## src/rtl/neuron_mac_pkg.sv

```systemverilog
// Shared Q8.24 constants, FSM state encoding and a clog2 helper for the neuron MAC.
package neuron_mac_pkg;

  localparam int          Q_FRAC    = 24;
  localparam logic [31:0] Q_ONE     = 32'h0100_0000;
  localparam logic [31:0] Q_SAT_MAX = 32'h7FFF_FFFF;
  localparam logic [31:0] Q_SAT_MIN = 32'h8000_0000;

  typedef enum logic [1:0] {
    S_IDLE  = 2'd0,
    S_ACCUM = 2'd1,
    S_DONE  = 2'd2
  } state_t;

  // Never returns less than 1 so a single-input neuron still gets a legal counter.
  function automatic int clog2(input int n);
    int r;
    r = 0;
    while ((1 << r) < n) r++;
    return (r < 1) ? 1 : r;
  endfunction

endpackage

```

## src/rtl/neuron_mac_if.sv

```systemverilog
// Handshake bundle between the neuron MAC and its driver (converter / sigmoid side).
interface neuron_mac_if #(
  parameter int DWIDTH = 32
);
  logic              start;
  logic [DWIDTH-1:0] bias;
  logic              in_valid;
  logic              in_ready;
  logic [DWIDTH-1:0] x_in;
  logic [DWIDTH-1:0] w_in;
  logic              out_valid;
  logic              out_ready;
  logic [DWIDTH-1:0] out_data;
  logic              busy;

  modport master (
    output start, bias, in_valid, x_in, w_in, out_ready,
    input  in_ready, out_valid, out_data, busy
  );

  modport slave (
    input  start, bias, in_valid, x_in, w_in, out_ready,
    output in_ready, out_valid, out_data, busy
  );
endinterface

```

## src/rtl/neuron_mac_fxp_mul.sv

```systemverilog
// Combinational signed fixed-point multiply: full product shifted right by FRAC,
// truncated toward negative infinity to DWIDTH bits.
module neuron_mac_fxp_mul #(
  parameter int DWIDTH = 32,
  parameter int FRAC   = 24
) (
  input  logic signed [DWIDTH-1:0] i_a,
  input  logic signed [DWIDTH-1:0] i_b,
  output logic signed [DWIDTH-1:0] o_p
);

  logic signed [2*DWIDTH-1:0] w_full;

  assign w_full = (2*DWIDTH)'(i_a) * (2*DWIDTH)'(i_b);
  assign o_p    = DWIDTH'(w_full >>> FRAC);

endmodule

```

## src/rtl/neuron_mac.sv

```systemverilog
// Sequential MAC neuron: bias + sum of IWIDTH Q8.24 products, one result per evaluation.
// Define NEURON_MAC_SAT_EN to saturate the accumulator instead of wrapping.
module neuron_mac
  import neuron_mac_pkg::*;
#(
  parameter int DWIDTH = 32,
  parameter int IWIDTH = 64,
  parameter int FRAC   = Q_FRAC
) (
  input  logic         clk,
  input  logic         rst,
  neuron_mac_if.slave  bus
);

  localparam int             CW   = clog2(IWIDTH);
  localparam logic [CW-1:0]  LAST = CW'(IWIDTH - 1);

  state_t                   r_state;
  state_t                   w_state_nxt;
  logic [CW-1:0]            r_count;
  logic signed [DWIDTH-1:0] r_acc;
  logic signed [DWIDTH-1:0] w_prod;
  logic signed [DWIDTH-1:0] w_acc_nxt;
  logic                     w_load;
  logic                     w_beat;
  logic                     w_in_ready;
  logic                     w_out_valid;
  logic                     w_busy;

  neuron_mac_fxp_mul #(
    .DWIDTH (DWIDTH),
    .FRAC   (FRAC)
  ) u_fxp_mul (
    .i_a (bus.x_in),
    .i_b (bus.w_in),
    .o_p (w_prod)
  );

`ifdef NEURON_MAC_SAT_EN
  logic signed [DWIDTH:0] w_sum;

  assign w_sum = {r_acc[DWIDTH-1], r_acc} + {w_prod[DWIDTH-1], w_prod};

  // Top two bits disagree only when the true sum left the DWIDTH-bit range.
  always_comb begin
    w_acc_nxt = w_sum[DWIDTH-1:0];
    if (w_sum[DWIDTH] != w_sum[DWIDTH-1]) begin
      w_acc_nxt = w_sum[DWIDTH] ? {1'b1, {(DWIDTH-1){1'b0}}}
                                : {1'b0, {(DWIDTH-1){1'b1}}};
    end
  end
`else
  assign w_acc_nxt = r_acc + w_prod;
`endif

  always_ff @(posedge clk or posedge rst) begin
    if (rst) begin
      r_state <= S_IDLE;
    end else begin
      r_state <= w_state_nxt;
    end
  end

  always_comb begin
    w_state_nxt = r_state;
    w_load      = 1'b0;
    w_beat      = 1'b0;
    w_in_ready  = 1'b0;
    w_out_valid = 1'b0;
    w_busy      = 1'b0;
    case (r_state)
      S_IDLE: begin
        if (bus.start) begin
          w_load      = 1'b1;
          w_state_nxt = S_ACCUM;
        end
      end
      S_ACCUM: begin
        w_in_ready = 1'b1;
        w_busy     = 1'b1;
        if (bus.in_valid) begin
          w_beat = 1'b1;
          if (r_count == LAST) w_state_nxt = S_DONE;
        end
      end
      S_DONE: begin
        // A start arriving here is dropped; only IDLE launches an evaluation.
        w_out_valid = 1'b1;
        w_busy      = 1'b1;
        if (bus.out_ready) w_state_nxt = S_IDLE;
      end
      default: w_state_nxt = S_IDLE;
    endcase
  end

  always_ff @(posedge clk or posedge rst) begin
    if (rst) begin
      r_acc   <= '0;
      r_count <= '0;
    end else if (w_load) begin
      r_acc   <= bus.bias;
      r_count <= '0;
    end else if (w_beat) begin
      r_acc   <= w_acc_nxt;
      r_count <= r_count + CW'(1);
    end
  end

  assign bus.in_ready  = w_in_ready;
  assign bus.out_valid = w_out_valid;
  assign bus.out_data  = r_acc;
  assign bus.busy      = w_busy;

endmodule

```

## src/flat_wrapper.sv

```systemverilog
// flat-port wrapper written by rule: the top's interface ports become plain ports
module neuron_mac_flat import neuron_mac_pkg::*;
#(
  parameter int DWIDTH = 32,
  parameter int IWIDTH = 64,
  parameter int FRAC   = Q_FRAC
)
  (clk, rst, bus_start, bus_bias, bus_in_valid, bus_x_in, bus_w_in, bus_out_ready, bus_in_ready, bus_out_valid, bus_out_data, bus_busy);
  neuron_mac_if #(.DWIDTH(DWIDTH)) bus_i ();
  input  logic clk;
  input  logic rst;
  input wire logic [$bits(bus_i.start)-1:0] bus_start;
  input wire logic [$bits(bus_i.bias)-1:0] bus_bias;
  input wire logic [$bits(bus_i.in_valid)-1:0] bus_in_valid;
  input wire logic [$bits(bus_i.x_in)-1:0] bus_x_in;
  input wire logic [$bits(bus_i.w_in)-1:0] bus_w_in;
  input wire logic [$bits(bus_i.out_ready)-1:0] bus_out_ready;
  output wire logic [$bits(bus_i.in_ready)-1:0] bus_in_ready;
  output wire logic [$bits(bus_i.out_valid)-1:0] bus_out_valid;
  output wire logic [$bits(bus_i.out_data)-1:0] bus_out_data;
  output wire logic [$bits(bus_i.busy)-1:0] bus_busy;
  assign bus_i.start = bus_start;
  assign bus_i.bias = bus_bias;
  assign bus_i.in_valid = bus_in_valid;
  assign bus_i.x_in = bus_x_in;
  assign bus_i.w_in = bus_w_in;
  assign bus_i.out_ready = bus_out_ready;
  assign bus_in_ready = bus_i.in_ready;
  assign bus_out_valid = bus_i.out_valid;
  assign bus_out_data = bus_i.out_data;
  assign bus_busy = bus_i.busy;
  neuron_mac #(.DWIDTH(DWIDTH), .IWIDTH(IWIDTH), .FRAC(FRAC)) u_core (.clk(clk), .rst(rst), .bus(bus_i));
endmodule
```

## config.mk

```make
export PLATFORM = sky130hd
export DESIGN_NAME = neuron_mac_flat
export DESIGN_NICKNAME = d
export VERILOG_FILES = /design/src/rtl/neuron_mac_pkg.sv /design/src/rtl/neuron_mac_if.sv /design/src/rtl/neuron_mac_fxp_mul.sv /design/src/rtl/neuron_mac.sv /design/src/flat_wrapper.sv
export SDC_FILE = /design/constraint.sdc
export NUM_CORES = 2
export LEC_CHECK = 0
export BUFFER_PORTS_ARGS = -buffer_cell sky130_fd_sc_hd__buf_4
export CAP_MARGIN = 25
export CORE_MARGIN = 10
export CORE_UTILIZATION = 25
export DETAILED_ROUTE_END_ITERATION = 10
export PLACE_DENSITY = 0.51
export SLEW_MARGIN = 5
export SYNTH_ARGS = -nofsm -noshare
export SYNTH_HDL_FRONTEND = slang
export SYNTH_SLANG_ARGS = --single-unit
```

## constraint.sdc

```tcl
create_clock -name clk -period 8.4 [get_ports clk]
set_input_delay 0.84 -clock clk [delete_from_list [all_inputs] [get_ports clk]]
set_output_delay 0.84 -clock clk [all_outputs]
set_load 0.02 [all_outputs]
```

# ---- Word level (Yosys, flattened, before mapping)
# Cells that the tools add are included.
dict set report totals {
  inputBits 101
  out_inout_bits 35
  ff_bits 40
}
dict set report op_classes {
  muxes 16
  add_sub_neg 2
  n_eq_ne 7
  n_reduce_logical 4
  mul 1
}
# operator count
set op_table {}
lappend op_table {{$mux W32} 2}
lappend op_table {{$mul A32 B32 Y56} 1}
lappend op_table {{$add A32 B32 Y32} 1}
lappend op_table {{$mux W6} 2}
lappend op_table {{$mux W2} 4}
lappend op_table {{$mux W1} 7}
lappend op_table {{$add A6 B1 Y6 const B} 1}
lappend op_table {{$eq A6 B6 Y1 const B} 1}
lappend op_table {{$ne A2 B2 Y1 const B} 3}
lappend op_table {{$pmux W2 S3} 1}
lappend op_table {{$reduce_and A4 Y1} 1}
lappend op_table {{$eq A2 B1 Y1 const B} 1}
lappend op_table {{$eq A2 B2 Y1 const B} 1}
lappend op_table {{$logic_not A2 Y1} 1}
lappend op_table {{$ne A2 B1 Y1 const B} 1}
lappend op_table {{$reduce_bool A2 Y1} 1}
lappend op_table {{$reduce_or A2 Y1} 1}

# ---- Depth between registers and ports, before layout
dict set report depth {
  depth_word 4
  depth_mapped 38
  ltp_nobuf 37
}

# ---- By module
# Synthesis repeated with hierarchy kept, for this count alone.
dict set report hier_totals {
  hier_cells 3934
  hier_area_um2 36092.1
}
# mod n_inst seq_area_each_um2 cells_per_inst area_each_um2
set modules_own_cells {}
lappend modules_own_cells {neuron_mac_fxp_mul 1 0.0 3509 32641.3}
lappend modules_own_cells {neuron_mac 1 1001.0 425 3450.8}

# ---- Least setup slack after synthesis
# Ideal clock, no wire load.
dict set report synth_path {
  path_type {input to register}
  from {input bus_x_in[29]}
  to {register u_core.r_acc[31] (netlist: u_core.bus.out_data[31])}
  arrival_time_ns 9.225
  n_path_buf 2
  cell_stages 37
  slack_ns -0.945
  required_ns 8.280
  cell_sequence {clkbuf_1 clkbuf_1 nand2_1 fa_1 fa_1 inv_1 fa_1 inv_1 fa_1 inv_1 fa_1 fa_1 fa_1 inv_1 fa_1 inv_1 ha_1 and2_1 o21a_1 o21ai_0 nand2b_1 a21oi_1 a2bb2oi_1 o211ai_1 nor2_1 o21ai_1 xor2_1 ha_1 a21o_1 a21o_1 a21oi_1 a21boi_0 nor3b_1 a22o_1 o311ai_0 xor2_1 a31o_1}
}
dict set report synth_via {
  elab_chain_len 4
}
# element line_no
set synth_lines {}
lappend synth_lines {{start, declared} flat_wrapper.sv:15} ;# input wire logic [$bits(bus_i.x_in)-1:0] bus_x_in;
lappend synth_lines {{$mul A32 B32 Y56} neuron_mac_fxp_mul.sv:14} ;# assign w_full = (2*DWIDTH)'(i_a) * (2*DWIDTH)'(i_b);
lappend synth_lines {{$add A32 B32 Y32} neuron_mac.sv:53} ;# assign w_acc_nxt = r_acc + w_prod;
lappend synth_lines {{$mux W32} neuron_mac.sv:103} ;# end else if (w_beat) begin
lappend synth_lines {{$mux W32} neuron_mac.sv:100} ;# end else if (w_load) begin
lappend synth_lines {{end signal, assigned} neuron_mac.sv:101} ;# r_acc <= bus.bias;
lappend synth_lines {{end signal, assigned} neuron_mac.sv:104} ;# r_acc <= w_acc_nxt;
lappend synth_lines {{end, declared} neuron_mac.sv:21} ;# logic signed [DWIDTH-1:0] r_acc;
# No other way between the ends. The select of a mux whose other input is x is not followed.
# A chain may end at the register's enable or synchronous reset.

# ---- Final worst setup path
dict set report layout_path {
  from {input bus_x_in[13]}
  to {register u_core.r_acc[31] (netlist: u_core.bus.out_data[31])}
}
# Same word-level chain as after synthesis.

==> results.tsv <==
stage	metric	value	unit
status	status	complete, but fails checks	
status	violations	setup timing	
setup_path	worstSetupEndpointType	flop	
placement	dpl.hpwl	95700	um
sta	whs	0.520	ns
grt	grt_pass1_wl	172000	um
setup_path	critPathSlowestCell	fa_2	
floorplanning	core_area	142000	um2
yosys	synthDistinctLibCells	63	
sta	rsz0062_at_grt	true	
yosys	synthesis.area	35800	um2
sta	setup_ws	-0.786	ns
grt	grt_use_total	13.8	%
floorplanning	die_area	159000	um2
yosys	synth_edf_count	0	
sta	worst-slew-pin-transition	0.580	ns
sta	hold_viol	0	
setup_path	crit_path_frequent_cell	fa_1	
setup_path	arrival	9.42	ns
grt	grt_pass1_vias	30000	
setup_path	start_kind	input pin	
clocking	cts.sinks	40	
setup_path	worstSetupPathType	input pin to flop	
floorplanning	die_h	399	um
yosys	ys_ff_latch	40	
placement	gp_congestion	0.869	
clocking	htreeDepth	2	
yosys	synthCells	3880	
floorplanning	ios	136	
clocking	cts_root_buf	clkbuf_16	
grt	grt_start_max_net_pins	43	
yosys	synthTopCellsByArea	fa_1, inv_1, and2_1	
sta	layout_min_cycle_time	9.19	ns
yosys	synth_area_per_cell	9.23	um2
sta	setup_viol	23	
yosys	synth_nets	5174	
cells_and_area	area_delta_synth_final	24.6	%
route	dr.pass1.iters	5	
yosys	synthTopCellsByCount	fa_1, inv_1, nand2_1	
setup_path	crit_path_max_fanout	8	
clocking	cts_buffers	5	
grt	overflow	0	
sta	clock_skew	0.00944	ns
clocking	cts_tree	done	
placement	portBuffers	135	
clocking	clock_path_buffers	2	
flow_run	maxCapViolations	0	
route	drt_wl_total	110000	um
grt	antenna_found_initial	9	
route	drt_drc_violations_left	0	
route	drt_iter0_markers	1209	
cells_and_area	fin_nets	5598	
floorplanning	floorplan.rows	138	
cells_and_area	drive_above_1_share	20.5	%
setup_path	cp.required	8.63	ns
route	viasPerCell	4.31	
floorplanning	start_util	25.2	%
yosys	synth.top_cell.area_share	54.9	%
cells_and_area	fill_cells	14900	
route	vias	26700	
sta	slew_viol_final	0	
setup_path	cpPeakStageDelay	0.61	ns
sta	slew_headroom	61.3	%
route	ant_nets	0	
route	routedWlPerCell	17.8	um
sta	clock.fmax	0.109	GHz
yosys	yosysWarnings	0	
yosys	yosys.area.top_type	fa_1	
clocking	clk_latency	0.29	ns
yosys	ys_seq_area_share	2.79	%
sta	min_period_over_period	109	%
yosys	yosys_most_used_dff	dfrtp_1	
yosys	synthArstFlopShare	100	%
floorplanning	die_w	399	um
hold_path	min_path_type	flop to flop	
yosys	yosysMostFrequentCell	fa_1	
clocking	clkTransAtPathRegs	0.06	ns
## flip-flops by register name, indices dropped and copies added, names as in the netlist
name and cells:
u_core.bus.out_data 32, u_core.r_count 6, u_core.r_state 2
## cell families (layout without fill, tap and decap cells)
group / count (synthesis) / in the layout / synth area share (%)
AND/OR/NAND/NOR: 1221 / 1221 / 17.0
other: 0 / 1 / 0
XOR/XNOR: 78 / 78 / 1.95
buffers and inverters: 1094 / 1519 / 11.5
adder cells (fa/ha/maj): 1193 / 1193 / 62.3
flip-flops: 40 / 40 / 2.79
AO/OA/AOI/OAI: 254 / 254 / 4.48
## cells in the final DEF, fill, tap and decap left out, types with 32 or more instances in the layout
master	Yosys	final
dfrtp_1	40	40
fa_1	983	950
fa_2	0	33
inv_1	888	875
buf_4	0	513
nor2_1	74	58
nand2_1	541	531
and2_4	0	32
buf_6	0	42
a21oi_1	75	44
buf_12	0	45
xnor2_1	51	35
ha_1	210	184
and2_1	504	472
## stage by stage
step / std cells / cell area (um2) / setup TNS [ns] / utilization, % / worst slack [ns]
floorplan: 3880 / 36100 / -3.27 / - / -0.392
global placement: 6112 / 41900 / -30.56 / 29.5 / -1.49
detailed placement: 6112 / 41900 / -31.32 / 29.5 / -1.49
CTS: 6154 / 43300 / -13.71 / 30.5 / -0.846
global route: 6195 / 44600 / -19.30 / 31.5 / -1.10
finish: 6196 / 44600 / -11.97 / 31.5 / -0.786
## cell type report
type,count,area [um2],area share [%]
multi-input combinational,2746,32100,71.9
timing repair buffer,623,5700,12.8
tap,1890,2360,5.30
inverter,888,3330,7.47
clock inverter,2,13.8,0.0308
antenna,1,2.50,0.00561
sequential,40,1000,2.24
clock buffer,6,139,0.311
## timing repair
action                     4_1_cts  5_1_grt
hold buffers                     0        0
resized for setup              202      219
gates cloned                     3        7
setup buffers                   34       35
setup endpoints to repair       28       28
pin swaps                      117      146
## final timing paths
| check | endpoint | start | slack, ns | cells after the start |
|---|---|---|---|---|
| hold / removal | u_core.r_state[1] | u_core.r_state[1] | 0.52 | 1 |
| hold reg to reg | u_core.r_state[1] | u_core.r_state[1] | 0.52 | 1 |
| max in group asynchronous | u_core.bus.out_data[17] | rst | 7.34 | 3 |
| setup / recovery | u_core.bus.out_data[31] | bus_x_in[13] | -0.79 | 33 |
| min in group asynchronous | u_core.bus.out_data[20] | rst | 0.68 | 3 |
| setup reg to reg | u_core.bus.out_data[26] | u_core.bus.out_data[0] | 5.40 | 13 |
## routing by layer
metal | wire, um | part of all wire, % | vias to the layer above | track usage [%]
met5 | 26 | 0.024 | - | 0
met4 | 2440 | 2.2 | 4 | 2.33
met3 | 3810 | 3.5 | 112 | 1.29
met2 | 57200 | 52 | 469 | 25.3
met1 | 46600 | 42 | 14000 | 17.6
li1 | - | - | 12100 | -
## worst max-delay path: cells and delay by family
| kind | cells | cell delay, ns |
|---|---|---|
| and+or+nand+nor | 6 | 1.24 |
| AOI/OAI and AO/OA | 9 | 1.67 |
| adders and majority gates | 10 | 4.61 |
| xor gates and xnor gates | 1 | 0.20 |
| buffers and inverters | 7 | 0.83 |
Power is not shown: default switching activity piles up to over one toggle a cycle in this logic, so the estimate is an artifact.
